[src/rtl/if_fetch_queue_if.sv]
// Fetch-side instruction bus: addr_ok/data_ok SRAM-like handshake.
// master = fetch unit, slave = memory side.
interface if_fetch_queue_if;
  logic        inst_req;
  logic [31:0] inst_addr;
  logic        inst_addr_ok;
  logic [31:0] inst_rdata;
  logic        inst_data_ok;

  modport master (
    output inst_req,
    output inst_addr,
    input  inst_addr_ok,
    input  inst_rdata,
    input  inst_data_ok
  );

  modport slave (
    input  inst_req,
    input  inst_addr,
    output inst_addr_ok,
    output inst_rdata,
    output inst_data_ok
  );
endinterface

[src/rtl/if_fetch_queue.sv]
// Sequential-PC fetch unit with an in-order return queue for decode.
// Redirects flush the queue and drop responses still owed by the bus.
module if_fetch_queue #(
  parameter logic [31:0] RESET_PC = 32'h1c000000,
  parameter int          DEPTH    = 4,
  parameter int          PTR_W    = $clog2(DEPTH)
) (
  input  logic                clk,
  input  logic                rst,
  if_fetch_queue_if.master    bus,
  input  logic                redirect,
  input  logic [31:0]         redirect_pc,
  input  logic                id_ready,
  output logic [31:0]         IF_IR,
  output logic [31:0]         PC,
  output logic                data_valid
);

  localparam int CNT_W = PTR_W + 1;
  // Back-to-back redirects can stack owed responses past DEPTH.
  localparam int DSC_W = PTR_W + 4;

  typedef struct packed {
    logic [31:0] pc;
    logic [31:0] ir;
    logic        filled;
  } entry_t;

  entry_t             q [DEPTH];
  logic [31:0]        fetch_pc;
  logic [PTR_W-1:0]   head;
  logic [PTR_W-1:0]   tail;
  logic [PTR_W-1:0]   fill_ptr;
  logic [CNT_W-1:0]   alloc_cnt;
  logic [CNT_W-1:0]   pend_cnt;
  logic [DSC_W-1:0]   discard_cnt;
  logic [DSC_W-1:0]   disc_next;

  logic accept;
  logic drop;
  logic fill;
  logic pop;

  assign bus.inst_req  = ~rst & ~redirect
                       & (alloc_cnt < CNT_W'(DEPTH));
  assign bus.inst_addr = fetch_pc;

  assign accept = bus.inst_req & bus.inst_addr_ok;
  assign drop   = bus.inst_data_ok & (discard_cnt != '0);
  assign fill   = bus.inst_data_ok & (discard_cnt == '0)
                & (pend_cnt != '0);

  assign data_valid = q[head].filled & (alloc_cnt != '0);
  assign pop        = data_valid & id_ready;
  assign IF_IR      = q[head].ir;
  assign PC         = q[head].pc;

  // Everything the bus still owes, minus a response landing now.
  assign disc_next = discard_cnt + DSC_W'(pend_cnt)
                   - DSC_W'(drop | fill);

  always_ff @(posedge clk) begin
    if (rst) begin
      fetch_pc    <= RESET_PC;
      head        <= '0;
      tail        <= '0;
      fill_ptr    <= '0;
      alloc_cnt   <= '0;
      pend_cnt    <= '0;
      discard_cnt <= '0;
      for (int i = 0; i < DEPTH; i++) q[i] <= '0;
    end else if (redirect) begin
      fetch_pc    <= redirect_pc;
      head        <= '0;
      tail        <= '0;
      fill_ptr    <= '0;
      alloc_cnt   <= '0;
      pend_cnt    <= '0;
      discard_cnt <= disc_next;
      for (int i = 0; i < DEPTH; i++) q[i].filled <= 1'b0;
    end else begin
      if (accept) begin
        q[tail].pc     <= fetch_pc;
        q[tail].filled <= 1'b0;
        tail           <= tail + PTR_W'(1);
        fetch_pc       <= fetch_pc + 32'd4;
      end
      if (drop) discard_cnt <= discard_cnt - DSC_W'(1);
      if (fill) begin
        q[fill_ptr].ir     <= bus.inst_rdata;
        q[fill_ptr].filled <= 1'b1;
        fill_ptr           <= fill_ptr + PTR_W'(1);
      end
      if (pop) begin
        q[head].filled <= 1'b0;
        head           <= head + PTR_W'(1);
      end
      alloc_cnt <= alloc_cnt + CNT_W'(accept) - CNT_W'(pop);
      pend_cnt  <= pend_cnt + CNT_W'(accept) - CNT_W'(fill);
    end
  end

  a_no_orphan_resp: assert property (
    @(posedge clk) disable iff (rst)
    bus.inst_data_ok |-> (pend_cnt != '0 || discard_cnt != '0)
  );

endmodule

[src/flat_wrapper.sv]
// flat-port wrapper written by rule: the top's interface ports become plain ports
module if_fetch_queue_flat 
#(
  parameter logic [31:0] RESET_PC = 32'h1c000000,
  parameter int          DEPTH    = 4,
  parameter int          PTR_W    = $clog2(DEPTH)
)
  (clk, rst, redirect, redirect_pc, id_ready, IF_IR, PC, data_valid, bus_inst_req, bus_inst_addr, bus_inst_addr_ok, bus_inst_rdata, bus_inst_data_ok);
  if_fetch_queue_if bus_i ();
  input  logic clk;
  input  logic rst;
  input  logic redirect;
  input  logic [31:0] redirect_pc;
  input  logic id_ready;
  output logic [31:0] IF_IR;
  output logic [31:0] PC;
  output logic data_valid;
  output wire logic [$bits(bus_i.inst_req)-1:0] bus_inst_req;
  output wire logic [$bits(bus_i.inst_addr)-1:0] bus_inst_addr;
  input wire logic [$bits(bus_i.inst_addr_ok)-1:0] bus_inst_addr_ok;
  input wire logic [$bits(bus_i.inst_rdata)-1:0] bus_inst_rdata;
  input wire logic [$bits(bus_i.inst_data_ok)-1:0] bus_inst_data_ok;
  assign bus_inst_req = bus_i.inst_req;
  assign bus_inst_addr = bus_i.inst_addr;
  assign bus_i.inst_addr_ok = bus_inst_addr_ok;
  assign bus_i.inst_rdata = bus_inst_rdata;
  assign bus_i.inst_data_ok = bus_inst_data_ok;
  if_fetch_queue #(.RESET_PC(RESET_PC), .DEPTH(DEPTH), .PTR_W(PTR_W)) u_core (.clk(clk), .rst(rst), .bus(bus_i), .redirect(redirect), .redirect_pc(redirect_pc), .id_ready(id_ready), .IF_IR(IF_IR), .PC(PC), .data_valid(data_valid));
endmodule
[config.mk]
export PLATFORM = sky130hd
export DESIGN_NAME = if_fetch_queue_flat
export DESIGN_NICKNAME = d
export VERILOG_FILES = /design/src/rtl/if_fetch_queue_if.sv /design/src/rtl/if_fetch_queue.sv /design/src/flat_wrapper.sv
export SDC_FILE = /design/constraint.sdc
export NUM_CORES = 1
export LEC_CHECK = 0
export CORE_MARGIN = 3
export CORE_UTILIZATION = 58
export DETAILED_ROUTE_END_ITERATION = 16
export GPL_ROUTABILITY_DRIVEN = 0
export GPL_TIMING_DRIVEN = 0
export PLACE_DENSITY = 0.88
export SYNTH_ARGS = -nofsm -noshare
export SYNTH_HDL_FRONTEND = slang
export SYNTH_SLANG_ARGS = --single-unit
[constraint.sdc]
create_clock -name clk -period 8.3 [get_ports clk]
set_input_delay 1.245 -clock clk [delete_from_list [all_inputs] [get_ports clk]]
set_output_delay 1.245 -clock clk [all_outputs]
set_load 0.05 [all_outputs]
* After elaboration in Yosys (flattened, before gate mapping)
Memory sizes are Yosys's and may differ from the RTL's. A register that Yosys moved wholly into a read port is not among the register bits. Index checks and enable logic that the tools add are counted.
Storage, ports and cells: register bits 50, bits in writable memories 260, output and inout port bits 98, word-level logic and storage cells 81, memories kept 1
Memory list:
- u_core.q | depth 4, width 65, rd ports 1, clocked after memory_dff 1, write ports 4, RTL line if_fetch_queue.sv:29 | entry_t q [DEPTH];
Operators by class: $add $sub $neg 11, magnitude comparators 1, muxes and demuxes 36, bitwise operators 15, reduce and logical (&&, ||, !) cells 10
Operator list (count):
- two-way mux 65 bit | 3
- OR reduction 65 bit | 3
- two-way mux 32 bit | 2
- adder 32 x 3 -> 32 bit (second input constant) | 1
- two-way mux 1 bit | 21
- two-way mux 2 bit | 6
- two-way mux 6 bit | 2
- bitwise AND 1 bit | 8
- adder 2 x 1 -> 2 bit (second input constant) | 3
- adder 3 x 1 -> 3 bit | 2
- adder 6 x 3 -> 6 bit | 1
- zero test 6 bit | 1
- two-way mux 3 bit | 2
- nonzero test 3 bit | 2
- nonzero test 6 bit | 1
- subtractor 3 x 1 -> 3 bit | 2
- subtractor 6 x 1 -> 6 bit (second input constant) | 1
- subtractor 6 bit | 1
- OR 1 bit | 5
- nonzero test 2 bit | 2
- < comparator 3 bit (second input constant) | 1
- inverter 1 bit | 2
- OR reduction 2 bit | 1

* Logic depth before layout (Yosys ltp)
Gate-level depths: netlist of run 1.
word-level depth 10, depth in mapped cells 16

* Worst setup path before layout of run 1
No wires, ideal clock.
path kind input -> output, start point input rst, end point output bus_inst_req, arrival time 2.694 ns, required time 7.055 ns, path slack 4.361 ns, cell stages on the path 5, path buffers 3, path through clkbuf_1 or2_2 clkbuf_1 clkbuf_1 nor2_1
Between the ends: cells in the longest elaborated chain, start to end 3
RTL lines:
- start: declaration | RTL line flat_wrapper.sv:11 | input logic rst;
- inverter 1 bit | RTL line if_fetch_queue.sv:44 | assign bus.inst_req = ~rst & ~redirect
- bitwise AND 1 bit | RTL line if_fetch_queue.sv:44
- bitwise AND 1 bit | RTL line if_fetch_queue.sv:45 | & (alloc_cnt < CNT_W'(DEPTH));
- end: declaration | RTL line flat_wrapper.sv:18 | output wire logic [$bits(bus_i.inst_req)-1:0] bus_inst_req;
No other way between the ends.

* Final worst setup path of run 1
start point input redirect, end point output bus_inst_req
Between the ends: cells in the longest elaborated chain, start to end 3
RTL lines:
- start: declaration | RTL line flat_wrapper.sv:12 | input logic redirect;
- inverter 1 bit | RTL line if_fetch_queue.sv:44
- bitwise AND 1 bit | RTL line if_fetch_queue.sv:44
- bitwise AND 1 bit | RTL line if_fetch_queue.sv:45
No other way between the ends.

==> results of run 1 <==
power by group through the flow:
stage | sequential [µW] | clock (µW) | combinational [µW]
2_1_floorplan | 1850 | 0 | 307
3_3_place_gp | 1830 | 0 | 490
3_5_place_dp | 1840 | 0 | 501
4_1_cts | 1800 | 1370 | 504
5_1_grt | 1810 | 1430 | 542
6_report | 1810 | 1370 | 505
routing by layer:
layer	vias to the layer above	wire [µm]
met5	-	0
met4	0	1100
met3	87	3560
met2	551	18100
met1	4814	14000
li1	4277	-
cells by family (layout without fill, tap and decap cells):
family,after synthesis,count (layout),share of synthesized area [%]
mux,72,72,10.7
compound gates,78,78,3.28
flops,312,312,61.1
buf+inv,114,337,3.33
fa+ha+maj,31,31,2.85
simple gates,405,405,16.7
xor+xnor,33,33,2.01
other cells,0,3,0
state kept, by name, indices dropped and copies added (netlist names), named ones only:
signal                count
u_core.head               2
u_core.fill_ptr           2
u_core.tail               2
u_core.discard_cnt        6
u_core.q                260
u_core.pend_cnt           3
u_core.bus.inst_addr     32
u_core.alloc_cnt          3
cell type report:
cell class	count	area, µm²	share of cell area, %
Sequential cell	312	8810	50.4
Antenna cell	3	7.51	0.0429
Clock inverter	22	184	1.05
Inverter	39	146	0.838
Multi-Input combinational cell	619	5130	29.4
Buffer	75	333	1.90
Timing Repair Buffer	166	1660	9.51
Clock buffer	35	801	4.58
Tap cell	324	405	2.32
worst register-to-register path, delay by kind of cell (launching register included):
family | cells | cell delay, ps
adders and majority gates | 3 | 670
AOI/OAI and AO/OA | 5 | 1010
buffers and inverters | 3 | 360
xor gates and xnor gates | 1 | 140
and+or+nand+nor | 2 | 380
DFF | 1 | 340
Yosys cell counts (7+ instances only):
library cell / count / share of area [%]
sky130_fd_sc_hd__ha_1: 28 / 2.4
sky130_fd_sc_hd__nor4_1: 8 / 0.35
sky130_fd_sc_hd__edfxtp_1: 256 / 53
sky130_fd_sc_hd__buf_2: 16 / 0.56
sky130_fd_sc_hd__clkbuf_2: 13 / 0.45
sky130_fd_sc_hd__and2_1: 132 / 5.7
sky130_fd_sc_hd__nand2b_1: 9 / 0.39
sky130_fd_sc_hd__nor2_1: 50 / 1.3
sky130_fd_sc_hd__dfxtp_1: 56 / 7.8
sky130_fd_sc_hd__xnor2_1: 30 / 1.8
sky130_fd_sc_hd__a31oi_1: 7 / 0.30
sky130_fd_sc_hd__o22ai_1: 10 / 0.43
sky130_fd_sc_hd__nand3_1: 7 / 0.24
sky130_fd_sc_hd__and3_1: 120 / 5.2
sky130_fd_sc_hd__inv_1: 38 / 0.99
sky130_fd_sc_hd__a21oi_1: 34 / 1.2
sky130_fd_sc_hd__clkbuf_1: 38 / 0.99
sky130_fd_sc_hd__mux4_2: 65 / 10
sky130_fd_sc_hd__nor3_1: 7 / 0.24
sky130_fd_sc_hd__nand2_1: 37 / 0.96
worst paths after layout:
| check | startpoint | end | slack, ps |
|---|---|---|---|
| setup reg to reg | u_core.discard_cnt[0]$_SDFFE_PP0P_ | u_core.discard_cnt[5]$_SDFFE_PP0P_ | 5280 |
| hold / removal | u_core.tail[1]$_SDFFE_PP0P_ | u_core.tail[1]$_SDFFE_PP0P_ | 510 |
| setup / recovery | redirect | bus_inst_req | 3340 |
| hold reg to reg | u_core.tail[1]$_SDFFE_PP0P_ | u_core.tail[1]$_SDFFE_PP0P_ | 510 |
layout by cell type (no fill, tap or decap), drive strengths merged, types with 3 or more instances in the layout:
master,count
bufinv,3
nor3,9
a21o,4
diode,3
ha,28
nand4,6
mux2i,5
o31a,3
o21ai,8
edfxtp,256
fa,3
and4,4
buf,24
and3,120
o22ai,10
clkdlybuf4s50,166
nor2,50
nand3,9
xnor2,30
dfxtp,56
clkinv,16
o311ai,3
inv,40
mux4,65
or2,5
a211oi,5
and2,133
nand2,37
clkbuf,86
nor4,13
a31oi,7
a21oi,34
or3,3
xor2,3
nand2b,9
through the flow:
| stage | std cells | hold WS [ps] | instance area (µm²) |
|---|---|---|---|
| floorplan | 1045 | 466 | 14400 |
| global placement | 1535 | 478 | 16500 |
| detailed placement | 1535 | 493 | 16500 |
| CTS | 1592 | 502 | 17500 |
| global route | 1593 | 518 | 17500 |
| finish | 1595 | 506 | 17500 |
==> flow_results.org, run 1 <==
** Global routing
- The global routing stage identified its most utilized layer as met2.
- The via count of the first global-routing pass came to roughly 10000.
- Met2 track demand over resource :: 45.1%
- The first global-routing pass estimated roughly 56000 µm of wire.
- Maximum number of pins on one net before global-route repair :: 33
- The number of antenna violations at the first check in global routing was 1.
- Global routing used 27.7% of the available tracks.
- For met1 alone, demand over resource in global routing was approximately 38%.
- Met3 global-route usage :: under 10%
- For this run the aggregate overflow at the end of global routing stands at 0.

** Route
- Antenna violation net count after detailed routing :: 0
- Wires add up to 36700 µm.
- For this block, the initial DRC count from the detailed router was 1103.
- Number of vias after detailed routing :: 9729
- Number of DRC violations after detailed routing :: 0
- Routed wire per std cell :: ~23 µm
- Vias per cell :: 6.10
- Detailed-router iteration count before antenna repair :: 5

** Finish
- Share of cells above drive strength 1 :: 13.1%
- From synthesis to final layout, the design area changed by 21.3%.
- Fill cells in the final layout number 1539.
- Utilization of the core after routing :: 71.7%
- At the end of the flow, the number of nets in the layout was 1345.

** Critical path
- Critical Path Slowest Stage Cell :: sky130_fd_sc_hd__clkdlybuf4s50_1
- At the worst endpoint, the required time is ~7000 ps.
- Walking the worst path, the cells encountered are clkdlybuf4s50_1 > or2_2 > clkbuf_1 > clkbuf_1 > nor2_1 > clkdlybuf4s50_1.
- Delay-heaviest family, CP :: buffers and inverters
- STA classifies the critical path startpoint as an input pin.
- Data arrival, critical path :: ~3700 ps
- Critical Path End Type :: output port
- The largest single stage delay on the critical path is 830 ps.
- Maximum fanout count along the critical path :: 10
- The number of buffers and inverters on the critical path is 4.
- The critical path is of the input pin to output port type.
- The number of cells on the worst reg-to-reg path is 14.
- Number of gates on the worst path with buffers counted :: 6

** Flow run
- Max_cap viols :: 0

** Pwr
- Power share of the combinational group :: 13.7%
- Sequential share of power :: approximately half
- Switching power :: approximately 930 µW
- Internal Dissipation :: between 2000 and 3000 µW
- In this run switching power makes up 25.3% of total power.
- Power spread over the standard cell area amounts to 210 mW/mm².
- The design draws 3680 µW.
- Leakage dissipation :: 0.00671 µW
- VDD sags by at most 162 µV.
- The share of total power dissipated in the clock network is between 30 and 40%.

** CTS
- Number of gates resized after cts :: 0
- Clock tree from TritonCTS :: yes
- CTS root buf :: sky130_fd_sc_hd__clkbuf_16
- Deepest level of the CTS H-tree :: 1
- CTS saw 312 sinks.
- Clock slew at the register clock pins of the worst setup and hold paths :: about 70 ps
- The number of clock buffers added by TritonCTS is 31.
- In this run, post-CTS hold repair placed 0 buffers.
- Post-CTS setup buffers :: 0
- CTS max path bufs :: 3
- Clk_lat worst skew :: 570 ps

** Die
- For this configuration, the core starts out at a cell density of a little under 60%.
- The floorplan step set the die height to 164 µm.
- The initialized floorplan defines 57 standard-cell rows.
- DIE WIDTH :: around 160 µm
- Core Footprint :: ~0.024 mm²
- Boundary pin count :: 168
- The die covers 0.0268 mm².

** Status
- Run status :: completed

** STA
- Final Slew Violations :: 0
- Final clock period utilization by the worst path :: about three fifths
- At the pin with the least slew margin, the transition time is just under 1000 ps.
- Setup slack on the critical path of the routed design comes to approximately 3300 ps.
- Setup repair after global routing left no endpoint under its margin.
- The count of endpoints failing hold in the final timing report is 0.
- After layout, the minimum clock period comes to 4960 ps.
- Timing would allow up to 0.202 GHz.
- Final sum of negative setup slack :: 0 ps
- Measured against its own limit, the worst slew margin works out to roughly a third.
- Setup violations remaining at the end of the flow were counted as 0.
- Clock skew on the completed layout was measured at between 30 and 40 ps.

** Synth
- Sequential area share after synthesis :: between 60 and 70%
- Post-synthesis area per instance :: roughly 14 µm²
- Share of flip-flops with an asynchronous set or reset after synthesis :: 0%
- In this run, synthesis inferred about 260 flip-flops with an integrated enable.
- Netlist Area Pre-Place :: 0.0144 mm²
- Number of standard cells after synthesis :: approximately 1000
- Dominant synthesized flop cell :: sky130_fd_sc_hd__edfxtp_1
- In this run, distinct cell masters in the synthesized netlist total 54.
- Synth Net Count :: 1146
- Number of synthesized register bits :: 312
- Total of warnings raised by yosys :: 0

** Min path
- Number of stages on the worst hold path :: 2
- Class of the tightest hold or removal check :: flop to flop

** Place
- DP Wirelength :: between 20000 and 25000 µm
- Timing analysis after detailed placement gives a worst setup slack of 3390 ps.
- In this run the tool buffered the top-level ports with 166 buffer cells.
Power figures use the tool's default switching activity.
==> run 2: changes to the inputs <==
--- a/config.mk
+++ b/config.mk
@@ -6,11 +6,11 @@
 export NUM_CORES = 1
 export LEC_CHECK = 0
 export CORE_MARGIN = 3
-export CORE_UTILIZATION = 58
+export CORE_UTILIZATION = 56
 export DETAILED_ROUTE_END_ITERATION = 16
 export GPL_ROUTABILITY_DRIVEN = 0
 export GPL_TIMING_DRIVEN = 0
-export PLACE_DENSITY = 0.88
+export PLACE_DENSITY = 0.86
 export SYNTH_ARGS = -nofsm -noshare
 export SYNTH_HDL_FRONTEND = slang
 export SYNTH_SLANG_ARGS = --single-unit
==> constraint.sdc (replaced) <==
create_clock -name clk -period 4.9 [get_ports clk]
set_input_delay 0.735 -clock clk [delete_from_list [all_inputs] [get_ports clk]]
set_output_delay 0.735 -clock clk [all_outputs]
set_load 0.05 [all_outputs]
==> run 2 against run 1 <==
Effect of this change:
- sequential power grew 69%
- core utilization is 2.7 points lower
- sequential share of layout area grew 0.15 points
- critical path depth is 2 lower
- combinational power is 70% higher
- hold slack better by 12 ps
- wire length down 3.2%
- largest cell class unchanged
- highest routed layer is now met5
==> flow_results.org, run 2 (synthesis gave the netlist of run 1 again) <==
** STA
- Period minus WS final :: 4020 ps
- Final Slew Violations :: 0 (unchanged)
- The slew of the pin with the lowest slew margin came to 965 ps (-23.9 ps).
- Worst clock skew :: 19.0 ps (-15.5 ps)
- The number of setup violations in the final report came to 0 (unchanged).
- The final critical path takes up 82.1% of the cycle.
- Final sum of negative setup slack :: 0 ps (unchanged)
- Max-slew headroom at the worst pin :: 35.6% (+1.6 points)
- Hold_ws :: 517 ps (+11.7 ps)
- Final hold violations :: 0 (unchanged)
- Fmax :: 0.249 GHz
- Unrepaired setup endpoints after global routing :: no

** Die
- The core area came to 0.0253 mm² (+3.5%).
- The starting utilization of the core area was 57.1% (-2.0 points).
- DIE WIDTH :: 166 µm (+1.7%)
- Boundary pin count :: 168 (unchanged)
- Die outline height :: 166 µm (+1.7%)
- Cell row count :: 58 (+1.8%)
- Die Footprint :: 0.0277 mm² (+3.4%)

** Critical path
- The worst endpoint data arrival time was 3290 ps (-420 ps).
- The endpoint required time on the critical path was 4160 ps (-2890 ps).
- CP cell instances :: clkbuf_1 > buf_2 > mux4_2 > clkdlybuf4s50_1
- Kind of start point of the critical path :: flop
- The largest incremental delay on the critical path was 730 ps (-100 ps).
- The highest net fanout along the worst path came to 10 (unchanged).
- Critical Path Slowest Stage Cell :: sky130_fd_sc_hd__clkdlybuf4s50_1
- The buffer and inverter count on the worst path is 3 (-1).
- Crit path kind :: flop to output port
- The worst setup path is captured at an output port.
- Delay-heaviest family, CP :: buffers and inverters

** Finish
- Compared with the post-synthesis result, the final layout area differs by 20.9%.
- u_core.q holds more flip-flops than any other register.
- Most common cell after layout, fill and taps aside :: sky130_fd_sc_hd__edfxtp_1
- Commonest cells after routing, fill and taps aside :: sky130_fd_sc_hd__edfxtp_1, sky130_fd_sc_hd__clkdlybuf4s50_1, sky130_fd_sc_hd__and2_1
- The flip-flop count of the largest register, all copies and words added is 260 (unchanged).
- The share of final-layout standard cells stronger than drive strength 1 was 12.3% (-0.77 points).
- The layout net count was 1344 (-0.074%).

** Route
- Antenna violation net count after detailed routing :: 0 (unchanged)
- Vias per cell :: 6.02 (-1.3%)
- The sum of routed wire length over all layers was 35600 µm (-3.2%).
- The post-route DRC violation count was 0 (unchanged).
- Routed wire per std cell :: 22.3 µm (-3.3%)
- 1st-iter DRT viols :: 1026 (-7.0%)
- Number of vias after detailed routing :: 9610 (-1.2%)
- The number of detailed-route iterations in the first pass came to 5 (unchanged).

** Global routing
- Number of global-route vias before repair :: 9757 (-2.3%)
- The overall track demand over capacity in global routing was 25.3% (-2.4 points).
- The pin count of the biggest net entering global routing is 33 (unchanged).
- The global-route wire length before repair is 55100 µm (-2.4%).
- The overflow left after global routing came to 0 (unchanged).
- The number of antenna violations at the first check in global routing came to 2 (+1).

** CTS
- The count of hold buffers inserted by post-cts repair is 0 (unchanged).
- The number of setup buffers added after CTS is 0 (unchanged).
- Sinks on Clock Net :: 312 (unchanged)
- The number of H-tree branching levels was 1 (unchanged).
- CTS max path bufs :: 3 (unchanged)
- TritonCTS built the clock tree.
- The cell sitting at the root of the clock tree is a sky130_fd_sc_hd__clkbuf_16.
- The clock slew seen by the registers of the worst setup and hold paths was 60 ps (about the same).
- Number of gates resized after cts :: 0 (unchanged)
- The clock latency reported for the late side of the worst-skew pair came to 560 ps (about the same).
- Cts bufs inserted :: 30 (-3.2%)

** Pwr
- Power share of the combinational group :: 13.9% (+0.2 points)
- The clock network fraction of design power is 36.3% (-0.8 points).
- Worst supply voltage drop on vdd :: 257 µV (+58%)
- Switching power :: 1540 µW (+65%)
- Leakage dissipation :: 0.00668 µW (-0.50%)
- Internal Dissipation :: 4610 µW (+68%)
- Power per Cell Area :: 353 mW/mm² (+68%)
- The share of power burned in registers came to 49.8% (+0.7 points).
- Switching part of the total power :: 25.1% (-0.26 points)

** Flow run
- Max_cap viols :: 0 (unchanged)

** Place
- The number of buffers added on ports was 166 (unchanged).
- DP Wirelength :: 23500 µm (-1.5%)

** Status
- The run finished with clean final reports.

** Min path
- Class of the tightest hold or removal check :: flop to flop
## run 2: changes by cell type in the layout (fill, tap and decap cells not counted)
cell | previous run | this run
sky130_fd_sc_hd__clkbuf_1 | 41 | 50
sky130_fd_sc_hd__clkinv_2 | 8 | 2
sky130_fd_sc_hd__clkinvlp_4 | 2 | 0
sky130_fd_sc_hd__diode_2 | 3 | 1
sky130_fd_sc_hd__bufinv_16 | 3 | 2
sky130_fd_sc_hd__clkinv_1 | 8 | 7
sky130_fd_sc_hd__inv_6 | 1 | 0
## run 2: metal layers
layer / vias to the layer above / global-route usage [%] / wire length [µm]
li1: 4255 / - / -
met1: 4705 / 34.6 / 13400
met2: 549 / 40.7 / 17200
met3: 99 / 5.25 / 3700
met5: - / 0 / 15
met4: 2 / 9.22 / 1250
## run 2: path summary, 6_finish.rpt
path	startpoint	endpoint	slack [ps]	cells after the start
max reg2reg	u_core.discard_cnt[0]$_SDFFE_PP0P_	u_core.discard_cnt[5]$_SDFFE_PP0P_	1900	14
max	flop	PC[19]	880	4
min reg2reg	u_core.tail[0]$_SDFFE_PP0P_	u_core.tail[0]$_SDFFE_PP0P_	520	2
min	u_core.tail[0]$_SDFFE_PP0P_	u_core.tail[0]$_SDFFE_PP0P_	520	2
## run 2: layout make-up
class | count | area (µm²)
Antenna cell | 1 | 2.50
Inverter | 39 | 146
Sequential cell | 312 | 8810
Buffer | 75 | 333
Timing Repair Buffer | 166 | 1660
Clock inverter | 11 | 96.3
Multi-Input combinational cell | 619 | 5130
Fill cell | 1676 | 7830
Clock buffer | 44 | 835
Tap cell | 330 | 413
## run 2: metrics by stage
stage,setup slack [ps],util (%),instances,instance area (µm²),power [µW]
2_1_floorplan,1980,-,1045,14400,3650
3_3_place_gp,645,65.3,1541,16500,3930
3_5_place_dp,1090,65.3,1541,16500,3960
4_1_cts,829,69.0,1596,17400,6140
5_1_grt,709,69.0,1597,17400,6330
6_report,879,69.0,1597,17400,6150
## run 2: power by group through the flow
| stage | logic (µW) | clock network (µW) | registers [µW] |
|---|---|---|---|
| after floorplan | 520 | 0 | 3130 |
| after global placement | 826 | 0 | 3100 |
| after detailed placement | 848 | 0 | 3110 |
| after CTS | 855 | 2230 | 3060 |
| after global routing | 923 | 2330 | 3070 |
| final | 856 | 2230 | 3060 |
## run 2: tightest hold or removal path: cells and delay by family, from the launching register on
kind / cells / cell delay (ps)
simple gates: 1 / 70
compound gates: 1 / 60
flops: 1 / 340
==> run 3: changes to the inputs <==
==> constraint.sdc (replaced) <==
create_clock -name clk -period 3.7 [get_ports clk]
set_input_delay 0.555 -clock clk [delete_from_list [all_inputs] [get_ports clk]]
set_output_delay 0.555 -clock clk [all_outputs]
set_load 0.05 [all_outputs]
==> run 3 against run 2 <==
Effect of this change:
- sequential share of layout area hardly changed
- critical endpoint is now PC[10]
- clock power is 32% higher
- first-iteration DRC count is 2.5% lower
- cell count stayed put
- via count is 0.30% lower
- hold slack hardly changed
- core utilization hardly changed
- critical path type unchanged
- worst setup slack worse by 720 ps
- highest routed layer is now met4
- largest cell class unchanged
==> flow_results.org, run 3 (synthesis gave the netlist of run 1 again) <==
** Status
- The flow ran to the end, and the final reports show no timing, DRC or antenna violations.

** CTS
- The maximum buffer depth of the clock tree came to 3 (unchanged).
- TritonCTS built the clock tree.
- Clk_lat worst skew :: 550 ps (about the same)
- The number of sinks driven by the clock tree is 312 (unchanged).
- Number of gates resized after cts :: 4 (+4)
- CTS root buf :: sky130_fd_sc_hd__clkbuf_16
- The number of H-tree branching levels is 1 (unchanged).
- Cts bufs inserted :: 30 (unchanged)
- The clock slew seen by the registers of the worst setup and hold paths is 60 ps (about the same).
- Cts-stage hold buffer count :: 0 (unchanged)
- The number of setup buffers added after CTS is 0 (unchanged).

** Finish
- More flip-flops sit in one register than any other, and that register is u_core.q.
- The cell area after layout is 0.0174 mm² (about the same).
- Number of nets in the layout :: 1344 (unchanged)
- The flip-flop count of the largest register, all copies and words added was 260 (unchanged).
- The share of final-layout standard cells stronger than drive strength 1 was 12.6% (+0.32 points).
- The layout-stage area growth over the synthesis result came to 21.0% (about the same).
- Leaving out fill and tap cells, the most frequent cells in the layout are sky130_fd_sc_hd__edfxtp_1, sky130_fd_sc_hd__clkdlybuf4s50_1, sky130_fd_sc_hd__and2_1.
- The library cell used most frequently in the layout, excluding fill and tap cells, is sky130_fd_sc_hd__edfxtp_1.

** Die
- Die Footprint :: 0.0277 mm² (unchanged)
- Core Footprint :: 0.0253 mm² (unchanged)
- The standard-cell row count was 58 (unchanged).
- The starting utilization of the core area came to 57.1% (unchanged).
- The total I/O pin count is 168 (unchanged).
- Die outline height :: 166 µm (unchanged)
- DIE WIDTH :: 166 µm (unchanged)

** Critical path
- The worst endpoint data arrival time was 2990 ps (-300 ps).
- CP cell instances :: clkbuf_2 > buf_2 > mux4_2 > clkdlybuf4s50_1
- Depth of the most critical reg-to-reg path :: 14 (unchanged)
- Data required, critical path :: 3140 ps (-1020 ps)
- Kind of start point of the critical path :: flop
- The highest net fanout along the worst path was 10 (unchanged).
- Crit path kind :: flop to output port
- The largest incremental delay on the critical path came to 730 ps (about the same).
- The largest individual stage delay along the critical path comes from the cell sky130_fd_sc_hd__clkdlybuf4s50_1.
- Critical Path End Type :: output port

** Global routing
- GRT overflow :: 0 (unchanged)
- Maximum number of pins on one net before global-route repair :: 33 (unchanged)
- Number of global-route vias before repair :: 9733 (-0.25%)
- Initial antenna violation count :: 1 (-1)
- Tot GR Track Use :: 25.3% (about the same)
- Wire length of the first global-routing pass :: 55000 µm (-0.11%)

** STA
- Transition at the pin with the smallest max-transition slack :: 970 ps (+4.84 ps)
- The worst setup margin was 157 ps (-722 ps).
- The number of max-slew violations in the final report was 0 (unchanged).
- The count of endpoints failing hold in the final timing report was 0 (unchanged).
- Setup repair after global routing left no endpoint under its margin.
- Final sum of negative setup slack :: 0 ps (unchanged)
- Worst clock skew :: 14.7 ps (-4.29 ps)
- Derived from the worst setup path, the maximum achievable clock frequency is roughly 0.28 GHz.
- The worst path needs 3540 ps of the cycle, external delays included.
- Max-slew headroom at the worst pin :: 35.3% (-0.32 points)
- Number of setup violations in the final report :: 0 (unchanged)
- In the finished design, the share of the clock period the worst path needs comes to 95.7%.
- The final hold slack was 518 ps (+0.330 ps).

** Pwr
- Leakage dissipation :: 0.00669 µW (+0.22%)
- Power per Cell Area :: 467 mW/mm² (+32%)
- The total design power was 8130 µW (+32%).
- Worst supply voltage drop on vdd :: 336 µV (+31%)

** Min path
- Class of the tightest hold or removal check :: flop to flop
- Number of stages on the worst hold path :: 2 (unchanged)

** Route
- Routed wire length :: 35500 µm (-0.15%)
- The iteration-0 DRC count of the detailed router was 1000 (-2.5%).
- The ratio of routed vias to standard cells was 6.00 (-0.30%).
- The post-route DRC violation count is 0 (unchanged).
- Detailed-router iteration count before antenna repair :: 6 (+1)
- Antenna violation net count after detailed routing :: 0 (unchanged)
- The total via count after detailed routing was 9581 (-0.30%).
- The mean routed wirelength per cell came to 22.2 µm (-0.15%).

** Place
- Total placed instance area :: 0.0165 mm² (unchanged)
- The post-placement setup slack was 112 ps (-982 ps).
- DP Wirelength :: 23500 µm (unchanged)
- # port buffers :: 166 (unchanged)

** Flow run
- The number of maximum-capacitance constraint violations was 0 (unchanged).
## run 3: final cells by class
cell class                 instances  area [µm²]
antenna                            1        2.50
timing repair buffer             166        1660
clock inverter                    11        96.3
fill                            1679        7820
inverter                          39         146
buffer                            75         338
tap                              330         413
clock buffer                      44         835
multi-input combinational        619        5130
sequential                       312        8810
## run 3: stage by stage
step | instances | utilization, %
floorplan | 1045 | -
global placement | 1541 | 65.3
detailed placement | 1541 | 65.3
CTS | 1596 | 69.0
global route | 1597 | 69.0
finish | 1597 | 69.0
## run 3: power by group
part / switching [µW] / internal, µW / leakage (µW)
clock network: 1260 / 1690 / 0.000450
logic: 670 / 465 / 0.00313
registers: 105 / 3950 / 0.00311
total: 2030 / 6100 / 0.00669
## run 3: worst max-delay path, delay by kind of cell (launching register included)
family / cells / cell delay [ps]
multiplexers: 1 / 610
buffers and inverters: 3 / 1490
flip-flops: 1 / 340
## run 3: final timing paths
kind | start | to | slack [ps]
worst max-delay path | flop | PC[10] | 160
worst min-delay path | u_core.tail[0]$_SDFFE_PP0P_ | u_core.tail[0]$_SDFFE_PP0P_ | 520
worst max register to register | u_core.discard_cnt[0]$_SDFFE_PP0P_ | u_core.discard_cnt[5]$_SDFFE_PP0P_ | 680
worst min register to register | u_core.tail[0]$_SDFFE_PP0P_ | u_core.tail[0]$_SDFFE_PP0P_ | 520
## run 3: metal layers
| layer | part of all wire [%] | track usage (%) | routed length (µm) |
|---|---|---|---|
| met1 | 38 | 34.6 | 13400 |
| met2 | 49 | 40.8 | 17200 |
| met3 | 10 | 5.22 | 3660 |
| met4 | 3.5 | 9.11 | 1230 |
| met5 | 0 | 0 | 0 |
